**src/rtl/bcd_countdown_timer_if.sv**
```systemverilog
// Signal bundle between the keypad/load logic and the cook-time countdown.
// The master drives the control pulses and preset digits; the timer drives the count and status.
interface bcd_countdown_timer_if;
  logic       tick;
  logic       load;
  logic [3:0] min_in;
  logic [3:0] sec_tens_in;
  logic [3:0] sec_ones_in;
  logic       start;
  logic       stop;
  logic [3:0] min_out;
  logic [3:0] sec_tens_out;
  logic [3:0] sec_ones_out;
  logic       running;
  logic       done;

  modport master (
    output tick, load, min_in, sec_tens_in, sec_ones_in, start, stop,
    input  min_out, sec_tens_out, sec_ones_out, running, done
  );

  modport slave (
    input  tick, load, min_in, sec_tens_in, sec_ones_in, start, stop,
    output min_out, sec_tens_out, sec_ones_out, running, done
  );
endinterface

```
**src/rtl/bcd_countdown_timer.sv**
```systemverilog
// Microwave cook-time countdown: BCD M:SS from 9:59 down to 0:00, one second per tick.
// Control priority within a cycle is stop > load > start > tick; all outputs are registers.
module bcd_countdown_timer (
  input  logic                  clock,
  input  logic                  clear,
  bcd_countdown_timer_if.slave  bus
);

  typedef enum logic [1:0] {
    ST_IDLE  = 2'd0,
    ST_RUN   = 2'd1,
    ST_PAUSE = 2'd2,
    ST_DONE  = 2'd3
  } state_t;

  function automatic logic [3:0] clamp_digit(input logic [3:0] value, input logic [3:0] limit);
    logic [3:0] result;
    if (value > limit) begin
      result = limit;
    end else begin
      result = value;
    end
    return result;
  endfunction

  // One-second BCD decrement with borrow from ones into tens into minutes.
  function automatic logic [11:0] bcd_decrement(input logic [11:0] count);
    logic [3:0] mins;
    logic [3:0] tens;
    logic [3:0] ones;
    mins = count[11:8];
    tens = count[7:4];
    ones = count[3:0];
    if (ones != 4'd0) begin
      ones = ones - 4'd1;
    end else begin
      ones = 4'd9;
      if (tens != 4'd0) begin
        tens = tens - 4'd1;
      end else begin
        tens = 4'd5;
        mins = mins - 4'd1;
      end
    end
    return {mins, tens, ones};
  endfunction

  state_t      state_r;
  logic [3:0]  min_r;
  logic [3:0]  tens_r;
  logic [3:0]  ones_r;
  logic        running_r;
  logic        done_r;

  logic [11:0] load_val_s;
  logic [11:0] dec_s;
  logic        dec_zero_s;
  logic        nonzero_s;

  assign load_val_s = {clamp_digit(bus.min_in, 4'd9),
                       clamp_digit(bus.sec_tens_in, 4'd5),
                       clamp_digit(bus.sec_ones_in, 4'd9)};
  assign dec_s      = bcd_decrement({min_r, tens_r, ones_r});
  assign dec_zero_s = (dec_s == 12'h000);
  assign nonzero_s  = ({min_r, tens_r, ones_r} != 12'h000);

  // Control FSM; count and status flags are updated alongside the state.
  always_ff @(posedge clock or posedge clear) begin
    if (clear) begin
      state_r   <= ST_IDLE;
      min_r     <= 4'd0;
      tens_r    <= 4'd0;
      ones_r    <= 4'd0;
      running_r <= 1'b0;
      done_r    <= 1'b0;
    end else begin
      case (state_r)
        ST_IDLE: begin
          if (bus.stop) begin
            state_r <= ST_IDLE;
          end else if (bus.load) begin
            {min_r, tens_r, ones_r} <= load_val_s;
          end else if (bus.start && nonzero_s) begin
            state_r   <= ST_RUN;
            running_r <= 1'b1;
          end else begin
            state_r <= ST_IDLE;
          end
        end
        ST_RUN: begin
          if (bus.stop) begin
            state_r   <= ST_PAUSE;
            running_r <= 1'b0;
          end else if (bus.tick) begin
            {min_r, tens_r, ones_r} <= dec_s;
            // Reaching 0:00 hands over to DONE on the very same edge.
            if (dec_zero_s) begin
              state_r   <= ST_DONE;
              running_r <= 1'b0;
              done_r    <= 1'b1;
            end else begin
              state_r <= ST_RUN;
            end
          end else begin
            state_r <= ST_RUN;
          end
        end
        ST_PAUSE: begin
          if (bus.stop) begin
            state_r                 <= ST_IDLE;
            {min_r, tens_r, ones_r} <= 12'h000;
          end else if (bus.load) begin
            {min_r, tens_r, ones_r} <= load_val_s;
          end else if (bus.start && nonzero_s) begin
            state_r   <= ST_RUN;
            running_r <= 1'b1;
          end else begin
            state_r <= ST_PAUSE;
          end
        end
        ST_DONE: begin
          if (bus.stop) begin
            state_r <= ST_IDLE;
            done_r  <= 1'b0;
          end else if (bus.load) begin
            {min_r, tens_r, ones_r} <= load_val_s;
            state_r                 <= ST_IDLE;
            done_r                  <= 1'b0;
          end else begin
            state_r <= ST_DONE;
          end
        end
        default: begin
          state_r   <= ST_IDLE;
          running_r <= 1'b0;
          done_r    <= 1'b0;
        end
      endcase
    end
  end

  assign bus.min_out      = min_r;
  assign bus.sec_tens_out = tens_r;
  assign bus.sec_ones_out = ones_r;
  assign bus.running      = running_r;
  assign bus.done         = done_r;

endmodule

```
**src/flat_wrapper.sv**
```systemverilog
// flat-port wrapper written by rule: the top's interface ports become plain ports
module bcd_countdown_timer_flat 
  (clock, clear, bus_tick, bus_load, bus_min_in, bus_sec_tens_in, bus_sec_ones_in, bus_start, bus_stop, bus_min_out, bus_sec_tens_out, bus_sec_ones_out, bus_running, bus_done);
  bcd_countdown_timer_if bus_i ();
  input  logic clock;
  input  logic clear;
  input wire logic [$bits(bus_i.tick)-1:0] bus_tick;
  input wire logic [$bits(bus_i.load)-1:0] bus_load;
  input wire logic [$bits(bus_i.min_in)-1:0] bus_min_in;
  input wire logic [$bits(bus_i.sec_tens_in)-1:0] bus_sec_tens_in;
  input wire logic [$bits(bus_i.sec_ones_in)-1:0] bus_sec_ones_in;
  input wire logic [$bits(bus_i.start)-1:0] bus_start;
  input wire logic [$bits(bus_i.stop)-1:0] bus_stop;
  output wire logic [$bits(bus_i.min_out)-1:0] bus_min_out;
  output wire logic [$bits(bus_i.sec_tens_out)-1:0] bus_sec_tens_out;
  output wire logic [$bits(bus_i.sec_ones_out)-1:0] bus_sec_ones_out;
  output wire logic [$bits(bus_i.running)-1:0] bus_running;
  output wire logic [$bits(bus_i.done)-1:0] bus_done;
  assign bus_i.tick = bus_tick;
  assign bus_i.load = bus_load;
  assign bus_i.min_in = bus_min_in;
  assign bus_i.sec_tens_in = bus_sec_tens_in;
  assign bus_i.sec_ones_in = bus_sec_ones_in;
  assign bus_i.start = bus_start;
  assign bus_i.stop = bus_stop;
  assign bus_min_out = bus_i.min_out;
  assign bus_sec_tens_out = bus_i.sec_tens_out;
  assign bus_sec_ones_out = bus_i.sec_ones_out;
  assign bus_running = bus_i.running;
  assign bus_done = bus_i.done;
  bcd_countdown_timer u_core (.clock(clock), .clear(clear), .bus(bus_i));
endmodule
```
**config.mk**
```make
export PLATFORM = sky130hd
export DESIGN_NAME = bcd_countdown_timer_flat
export DESIGN_NICKNAME = d
export VERILOG_FILES = /design/src/rtl/bcd_countdown_timer_if.sv /design/src/rtl/bcd_countdown_timer.sv /design/src/flat_wrapper.sv
export SDC_FILE = /design/constraint.sdc
export NUM_CORES = 1
export LEC_CHECK = 0
export CAP_MARGIN = 10
export CORE_MARGIN = 4
export CORE_UTILIZATION = 44
export DETAILED_ROUTE_END_ITERATION = 10
export GPL_ROUTABILITY_DRIVEN = 0
export PLACE_DENSITY = 0.78
export SYNTH_ARGS = -nofsm -noshare
export SYNTH_HDL_FRONTEND = slang
export SYNTH_SLANG_ARGS = --single-unit
```
**constraint.sdc**
```tcl
create_clock -name clock -period 1.8 [get_ports clock]
set_clock_uncertainty 0.1 [all_clocks]
set_input_delay 0.45 -clock clock [delete_from_list [all_inputs] [get_ports clock]]
set_output_delay 0.45 -clock clock [all_outputs]
set_load 0.05 [all_outputs]
```
* Word level (Yosys, flattened, before mapping)
Index checks and enable logic that the tools add are counted.
Storage, ports and cells: output and inout port bits 14, bits of input ports 18, bits in registers 16, logic and storage cells 92
Cells by class: add/sub/neg operators 3, $lt $le $gt $ge 3, equality and inequality tests 15, reduce and logical (&&, ||, !) cells 14, mux-type cells 51
Operators by type and width (count):
- $mux 4 | 23
- $pmux 4 s3 | 3
- $mux 2 | 10
- $logic_not 12->1 | 1
- $mux 1 | 12
- $ne 3x3->1 const B | 4
- $reduce_bool 12->1 | 1
- $sub 4x1->4 const B | 3
- $ne 2x2->1 const B | 5
- $gt 4x4->1 const B | 2
- $pmux 2 s4 | 1
- $reduce_bool 4->1 | 2
- $reduce_and 6->1 | 1
- $reduce_and 5->1 | 1
- $eq 2x2->1 const B | 2
- $gt 4x3->1 const B | 1
- $ne 2x1->1 const B | 2
- $pmux 1 s2 | 2
- $reduce_bool 2->1 | 2
- $reduce_or 2->1 | 2
- $ne 3x2->1 const B | 1
- $reduce_and 3->1 | 1
- $eq 2x1->1 const B | 1
- $logic_not 2->1 | 1
- 2 further kinds | 2

* Depth between registers and ports, before layout
Gate-level depths: netlist of the first run.
depth in word-level cells 8, gate-level depth with buffers 9, mapped depth without buffers 7

* Least setup slack after synthesis of the first run
Ideal clock, no wire load.
path type register to register, start reg u_core.ones_r[0] (netlist: u_core.bus.sec_ones_out[0]), end reg u_core.state_r[0], cell stages (with the launch flop) 7, library setup time 0.121 ns, data required time 1.579 ns, arrival 2.034 ns, buffers on the path 1, slack -0.455 ns, path through dfrtp_1 > buf_6 > or4_4 > o41ai_2 > nor2_1 > a21o_1 > a22o_1
Between the ends: cells in the longest elaborated chain, start to end 6, elaborated cells between the ends (all ways) 9, classes of those cells mux: 7; reduce/logical: 2
Ends and longest elaborated chain:
- start, declared | RTL line bcd_countdown_timer.sv:51 | logic [3:0] ones_r;
- start signal, assigned | RTL line bcd_countdown_timer.sv:82 | {min_r, tens_r, ones_r} <= load_val_s;
- start signal, assigned | RTL line bcd_countdown_timer.sv:95 | {min_r, tens_r, ones_r} <= dec_s;
- start signal, assigned | RTL line bcd_countdown_timer.sv:113 | {min_r, tens_r, ones_r} <= load_val_s;
- $reduce_bool 12->1 (*) | RTL line bcd_countdown_timer.sv:65 | assign nonzero_s = ({min_r, tens_r, ones_r} != 12'h000);
- $logic_and 1x1->1 (*) | RTL line bcd_countdown_timer.sv:83, bcd_countdown_timer.sv:114
- $mux 2 / $mux 1 (equally long branches) | RTL line bcd_countdown_timer.sv:114, bcd_countdown_timer.sv:83
- $mux 2, on equally long branches | RTL line bcd_countdown_timer.sv:112, bcd_countdown_timer.sv:81
- $mux 2, on equally long branches | RTL line bcd_countdown_timer.sv:109, bcd_countdown_timer.sv:79
- $pmux 2 s4 (*) | RTL line bcd_countdown_timer.sv:77 | case (state_r)
- end signal, assigned | RTL line bcd_countdown_timer.sv:80 | state_r <= ST_IDLE;
- end signal, assigned | RTL line bcd_countdown_timer.sv:110 | state_r <= ST_IDLE;
- end signal, assigned | RTL line bcd_countdown_timer.sv:115 | state_r <= ST_RUN;
- end, declared | RTL line bcd_countdown_timer.sv:48 | state_t state_r;
Every way passes the cells marked *; elsewhere a longest branch is shown, timed or not. The select of a mux whose other input is x is not followed. A chain may end at the register's enable or synchronous reset.

* Worst setup path after layout of the first run
start reg u_core.tens_r[0] (netlist: u_core.bus.sec_tens_out[0]), end reg u_core.state_r[0]
Between the ends: cells in the longest elaborated chain, start to end 6, elaborated cells between the ends (all ways) 9, classes of those cells mux: 7; reduce/logical: 2
Ends and longest elaborated chain:
- start, declared | RTL line bcd_countdown_timer.sv:50 | logic [3:0] tens_r;
- start signal, assigned | RTL line bcd_countdown_timer.sv:82
- start signal, assigned | RTL line bcd_countdown_timer.sv:95
- start signal, assigned | RTL line bcd_countdown_timer.sv:113
- $reduce_bool 12->1 (*) | RTL line bcd_countdown_timer.sv:65
- $logic_and 1x1->1 (*) | RTL line bcd_countdown_timer.sv:83, bcd_countdown_timer.sv:114
- $mux 2 / $mux 1 (equally long branches) | RTL line bcd_countdown_timer.sv:114, bcd_countdown_timer.sv:83
- $mux 2, on equally long branches | RTL line bcd_countdown_timer.sv:112, bcd_countdown_timer.sv:81
- $mux 2, on equally long branches | RTL line bcd_countdown_timer.sv:109, bcd_countdown_timer.sv:79
- $pmux 2 s4 (*) | RTL line bcd_countdown_timer.sv:77
Marks and branches as above.

==> flow_metrics.env, run 1 <==
export IMPL_run_status="finished, violations left"
export IMPL_violations="negative setup slack"
export IMPL_path_class="reg2reg"
export IMPL_cts_buffers=3
export IMPL_drc_errors=0
export IMPL_yosysWarnings=0
export IMPL_cp_start_kind="flop"
export IMPL_rows=19
export IMPL_dr_pass1_iters=6
export IMPL_grt_pass1_wl_um=8510
export IMPL_async_flop_share_pct=100
export IMPL_setup_ws_ns=-0.281
export IMPL_synth_top_cell_by_area="dfrtp_1"
export IMPL_wirelength_um=6150
export IMPL_synth_flop_cell="dfrtp_1"
export IMPL_tightest_slew_ns=0.417
export IMPL_switching_power_w=0.00131
export IMPL_synth_edf_count=0
export IMPL_reg2reg_depth=5
export IMPL_end_kind="flop"
export IMPL_antenna_found_initial=0
export IMPL_power_share_clock_pct=9.0
export IMPL_synth_avg_cell_area_um2=8.02
export IMPL_swShare_pct=45.8
export IMPL_setup_tns_final_ns=-2.27
export IMPL_placed_cells=265
export IMPL_ant_nets=0
export IMPL_tritoncts="yes"
export IMPL_mappedNetlistArea_mm2=0.00125
export IMPL_stdcell_count=276
export IMPL_synth_most_common_cell="nor2_1"
export IMPL_p_comb_share_pct=71.6
export IMPL_hpwlAfterDp_um=3490
export IMPL_setup_violations=15
export IMPL_post_drt_wl_per_cell_um=22.3
export IMPL_maxCapViolCount=0
export IMPL_required_ns=1.89
export IMPL_dr_total_vias=1831
export IMPL_root_buffer="clkbuf_4"
export IMPL_synth_nets=180
export IMPL_period_needed_ns=2.08
export IMPL_p_per_area_mw_per_mm2=1170
export IMPL_synth_distinct_cells=40
export IMPL_clock_path_buffers=2
export IMPL_slew_violations=0
export IMPL_n_fill_cell=104
export IMPL_slew_headroom_pct=72.0
export IMPL_leakagePower_nw=1.05
export IMPL_finalCritPeriodShare_pct=116
export IMPL_cts_sinks=16
export IMPL_coreArea_mm2=0.00273
export IMPL_fmax_mhz=480
export IMPL_min_path_type="in2async"
export IMPL_numPortBuffers=31
export IMPL_fp_dieW_um=61.3
export IMPL_ys_seq_area_share_pct=32.0
export IMPL_cp_data_arrival_time_ns=2.17
export IMPL_ir_drop_mv=1.14
export IMPL_fp_dieArea_mm2=0.00376
export IMPL_drt_initial_drc_count=200
export IMPL_insertion_delay_ns=0.30
export IMPL_syn_inst=156
export IMPL_nets=270
export IMPL_synth_area_leaders="dfrtp_1 32%, nor2_1 6.3%, ha_1 6.0%"
export IMPL_syn_to_final_growth_pct=96.3
export IMPL_critPathMaxFanout=4
export IMPL_synth_common_cells="21 x nor2_1, 16 x dfrtp_1, 15 x o21ai_0"
export IMPL_grtUsageTotal_pct=30.7
export IMPL_grt_setup_unrepaired="true"
export IMPL_seq_power_share_pct=19.4
export IMPL_clk_pin_slew_ns=0.12
export IMPL_ios=32
export IMPL_die_height_um=61.3
export IMPL_layout_drive_gt1_share_pct=53.1
export IMPL_vias_per_cell=6.63
export IMPL_grt_max_degree=17
export IMPL_ys_seq_elements=16
export IMPL_cts_htree_levels=1
export IMPL_yosysTopAreaCellShare_pct=32.0
export IMPL_grt_overflow=0
export IMPL_hold_violations=0
export IMPL_start_util_pct=45.8
export IMPL_p_int_w=0.00156
export IMPL_antenna_cells=0
export IMPL_grt_pass1_vias=1793
-- final cells by class --
type | instances | area [um^2] | share of cell area, %
clock buffer | 4 | 36.3 | 1.48
inverter | 14 | 52.6 | 2.14
multi-input combinational | 121 | 1000 | 40.8
sequential | 16 | 412 | 16.8
tap | 31 | 38.8 | 1.58
timing repair buffer | 90 | 916 | 37.3
-- metal layers --
layer | vias to the layer above | GRT usage, % | wire [um]
li1 | 755 | - | -
met1 | 872 | 34.9 | 2260
met2 | 164 | 55.1 | 3030
met3 | 40 | 5.87 | 563
met4 | 0 | 13.9 | 292
met5 | - | 0 | 0
-- placed cells by master, fill, tap and decap left out, drive strengths merged, types with 4 or more instances in the layout --
master         count
a21oi              8
buf               73
clkbuf             4
clkdlybuf4s50     17
dfrtp             16
ha                 6
inv               14
nand2             11
nand2b             4
nand3              4
nor2              21
nor3               5
o21ai             15
o221ai             5
or4                4
-- per-stage QoR --
step           power, W  hold slack [ns]  worst slack [ns]  utilization, %  instance area, um^2
6_report        0.00287            0.357            -0.281            89.8                 2460
5_1_grt         0.00296            0.367            -0.303            89.8                 2460
4_1_cts         0.00258            0.365            -0.216            83.4                 2280
3_5_place_dp    0.00217            0.475            -0.332            77.4                 2120
3_3_place_gp    0.00213            0.444            -0.298            77.4                 2120
2_1_floorplan   0.00130            0.263            -0.295               -                 1270
-- path summary, 6_finish.rpt --
path | endpoint | slack (ns) | start
worst min-delay path | u_core.state_r[1] | 0.36 | clear
worst max-delay path | u_core.state_r[0] | -0.28 | u_core.bus.sec_tens_out[0]
worst min register to register | u_core.bus.sec_tens_out[3] | 0.50 | u_core.bus.sec_tens_out[3]
min in group clock | u_core.bus.sec_tens_out[3] | 0.50 | u_core.bus.sec_tens_out[3]
worst max register to register | u_core.state_r[0] | -0.28 | u_core.bus.sec_tens_out[0]
max in group asynchronous | u_core.bus.sec_tens_out[2] | 1.01 | clear
-- worst max-delay path, stage by stage (launching register included) --
cell	delay (ns)
dfrtp_2	0.43
or4_4	0.58
o41ai_4	0.39
nor2_2	0.10
a21o_1	0.17
a22o_1	0.21
-- what timing repair did --
item / CTS / global route
resized for setup: 23 / 41
pin swaps: 13 / 14
setup endpoints to repair: 15 / 16
hold buffers: 0 / 0
setup buffers: 5 / 4
-- power groups by stage --
stage / sequential (W) / combinational (W) / clock [W]
after global placement: 0.000532 / 0.00160 / 0
after global routing: 0.000562 / 0.00212 / 0.000279
final: 0.000556 / 0.00206 / 0.000259
after CTS: 0.000535 / 0.00178 / 0.000257
after detailed placement: 0.000537 / 0.00163 / 0
after floorplan: 0.000851 / 0.000451 / 0
-- registers in the layout, indices dropped and copies added (netlist names) --
signal and flops:
u_core.bus.done 1, u_core.bus.min_out 4, u_core.state_r 2, u_core.bus.sec_tens_out 4
u_core.bus.sec_ones_out 4, u_core.bus.running 1
-- kinds of logic after synthesis --
logic type / synth area share [%]
fa+ha+maj: 6.00
xor+xnor: 0.700
compound gates: 29.0
flops: 32.0
buf+inv: 6.90
simple gates: 24.5
mux: 0.900
Power figures use the tool's default switching activity.
==> run 2, diff against run 1 <==
--- a/config.mk
+++ b/config.mk
@@ -10,7 +10,7 @@
 export CORE_UTILIZATION = 44
 export DETAILED_ROUTE_END_ITERATION = 10
 export GPL_ROUTABILITY_DRIVEN = 0
-export PLACE_DENSITY = 0.78
+export PLACE_DENSITY_LB_ADDON = 0.12
 export SYNTH_ARGS = -nofsm -noshare
 export SYNTH_HDL_FRONTEND = slang
 export SYNTH_SLANG_ARGS = --single-unit
==> run 2 against run 1 <==
The run still ends with negative setup slack left; global-route usage fell by 2.9 points; via count shrank 3.5%; clock power increased by 4%; worst setup slack got worse by 0.027 ns; sequential cell count unchanged; final cell count shrank 1.4%; hold slack got worse by 0.014 ns; wire length decreased by 2.4%; final area down 0.97%; sequential power about the same; sequential share of layout area rose by 0.11 points; register-to-register slack got worse by 0.03 ns.
==> flow_metrics.env, run 2 (synthesis results as in run 1) <==
export IMPL_run_status="finished, violations left"
export IMPL_violations="negative setup slack"
export IMPL_path_class="reg2reg"
export IMPL_rrSetupSlack_ns=-0.31
export IMPL_dr_total_vias=1766
export IMPL_drt_initial_drc_count=194
export IMPL_required_ns=1.90
export IMPL_end_kind="flop"
export IMPL_cts_htree_levels=1
export IMPL_ios=32
export IMPL_reg2reg_depth=5
export IMPL_setup_ws_ns=-0.308
export IMPL_fmax_mhz=474
export IMPL_clock_path_buffers=2
export IMPL_critPathMaxFanout=5
export IMPL_cp_data_arrival_time_ns=2.21
export IMPL_grt_pass1_wl_um=7680
export IMPL_layout_drive_gt1_share_pct=52.3
export IMPL_finalCritPeriodShare_pct=117
export IMPL_n_fill_cell=117
export IMPL_grtUsageTotal_pct=27.8
export IMPL_syn_to_final_growth_pct=94.4
export IMPL_ant_nets=0
export IMPL_r2r_start="u_core.bus.sec_tens_out[1]"
export IMPL_slew_headroom_pct=71.5
export IMPL_stdcell_count=272
export IMPL_dr_pass1_iters=5
export IMPL_fp_dieW_um=61.3
export IMPL_cp_start_kind="flop"
export IMPL_tritoncts="yes"
export IMPL_grt_setup_unrepaired="true"
export IMPL_hpwlAfterDp_um=3510
export IMPL_placed_cells=262
export IMPL_crit_start="u_core.bus.sec_tens_out[1]"
export IMPL_place_ws_ns=-0.432
export IMPL_clk_pin_slew_ns=0.12
export IMPL_tightest_slew_ns=0.424
export IMPL_antenna_cells=0
export IMPL_min_path_type="in2async"
export IMPL_start_util_pct=45.8
export IMPL_post_drt_wl_per_cell_um=22.1
export IMPL_numPortBuffers=31
export IMPL_rr_endpoint="u_core.state_r[0]"
export IMPL_vias_per_cell=6.49
export IMPL_nets=266
export IMPL_hold_violations=0
export IMPL_grt_overflow=0
export IMPL_coreArea_mm2=0.00273
export IMPL_p_per_area_mw_per_mm2=1190
export IMPL_cts_sinks=16
export IMPL_cts_buffers=3
export IMPL_antenna_found_initial=0
export IMPL_rows=19
export IMPL_fp_dieArea_mm2=0.00376
export IMPL_grt_pass1_vias=1674
export IMPL_mostFrequentLayoutCells="47 x buf_4, 17 x clkdlybuf4s50_1, 14 x nor2_1, 14 x buf_12, 11 x inv_1"
export IMPL_die_height_um=61.3
export IMPL_root_buffer="clkbuf_4"
export IMPL_maxCapViolCount=0
export IMPL_period_needed_ns=2.11
export IMPL_slew_violations=0
export IMPL_drc_errors=0
export IMPL_power_w=0.00289
export IMPL_setup_violations=15
export IMPL_insertion_delay_ns=0.31
export IMPL_fin_util_pct=89.0
export IMPL_wirelength_um=6000
export IMPL_final_common_cell="buf_4"
export IMPL_ir_drop_mv=1.28
export IMPL_grt_max_degree=17
export IMPL_leakagePower_nw=1.02
==> run 2: cell types whose count changed in the layout (fill, tap and decap cells not counted), moves of 2 or more <==
| cell | before | now |
|---|---|---|
| o21ai_1 | 8 | 5 |
| nor2_4 | 1 | 4 |
| o21ai_2 | 1 | 4 |
| nor2_1 | 16 | 14 |
| buf_4 | 53 | 47 |
| buf_6 | 6 | 8 |
==> run 2: worst max-delay path by stage <==
stage,slack (ns),depth (start not counted),end
6_report,-0.31,5,u_core.state_r[0]
5_1_grt,-0.34,6,u_core.bus.running
4_1_cts,-0.25,5,u_core.state_r[0]
3_5_place_dp,-0.43,7,u_core.bus.sec_ones_out[2]
3_3_place_gp,-0.34,7,u_core.bus.min_out[2]
2_1_floorplan,-0.29,4,u_core.bus.done
==> run 2: layout make-up <==
cell class                 instances  area [um^2]  share of cell area [%]
multi-input combinational        121         1000                    41.2
clock buffer                       4         36.3                    1.49
inverter                          14         52.6                    2.16
sequential                        16          410                    16.9
timing repair buffer              86          893                    36.7
tap                               31         38.8                    1.59
==> run 2: where the power goes <==
| part | internal (W) | switching [W] | leakage (nW) |
|---|---|---|---|
| clock network | 0.000124 | 0.000145 | 0.0210 |
| registers | 0.000455 | 0.0000976 | 0.196 |
| logic | 0.000985 | 0.00109 | 0.808 |
| total | 0.00156 | 0.00133 | 1.02 |
==> run 2: metrics by stage <==
stage	TNS [ns]	hold slack, ns	area, um^2
5_1_grt	-2.70	0.374	2430
6_report	-2.18	0.343	2430
4_1_cts	-1.50	0.364	2240
3_5_place_dp	-5.11	0.467	2090
2_1_floorplan	-1.44	0.263	1270
3_3_place_gp	-4.39	0.466	2090
==> run 2: what timing repair did <==
action,4_1_cts,5_1_grt
endpoints found under the hold margin,0,0
gates resized for setup,21,45
setup buffers,5,1
pin swaps,9,22
endpoints found under the setup margin,16,17
hold buffers,0,0
==> run 2: layer usage <==
layer	track usage (%)	wire length (um)	share of wire (%)
met5	0	0	0
met4	14.2	295	4.9
met3	5.03	561	9.4
met2	46.8	2930	49
met1	33.7	2210	37
==> run 2: critical path, stage by stage (launching register included) <==
cell     delay, ns
dfrtp_2       0.43
or4_4         0.58
o41ai_4       0.41
nor2_2        0.10
a21o_1        0.16
a22o_1        0.20
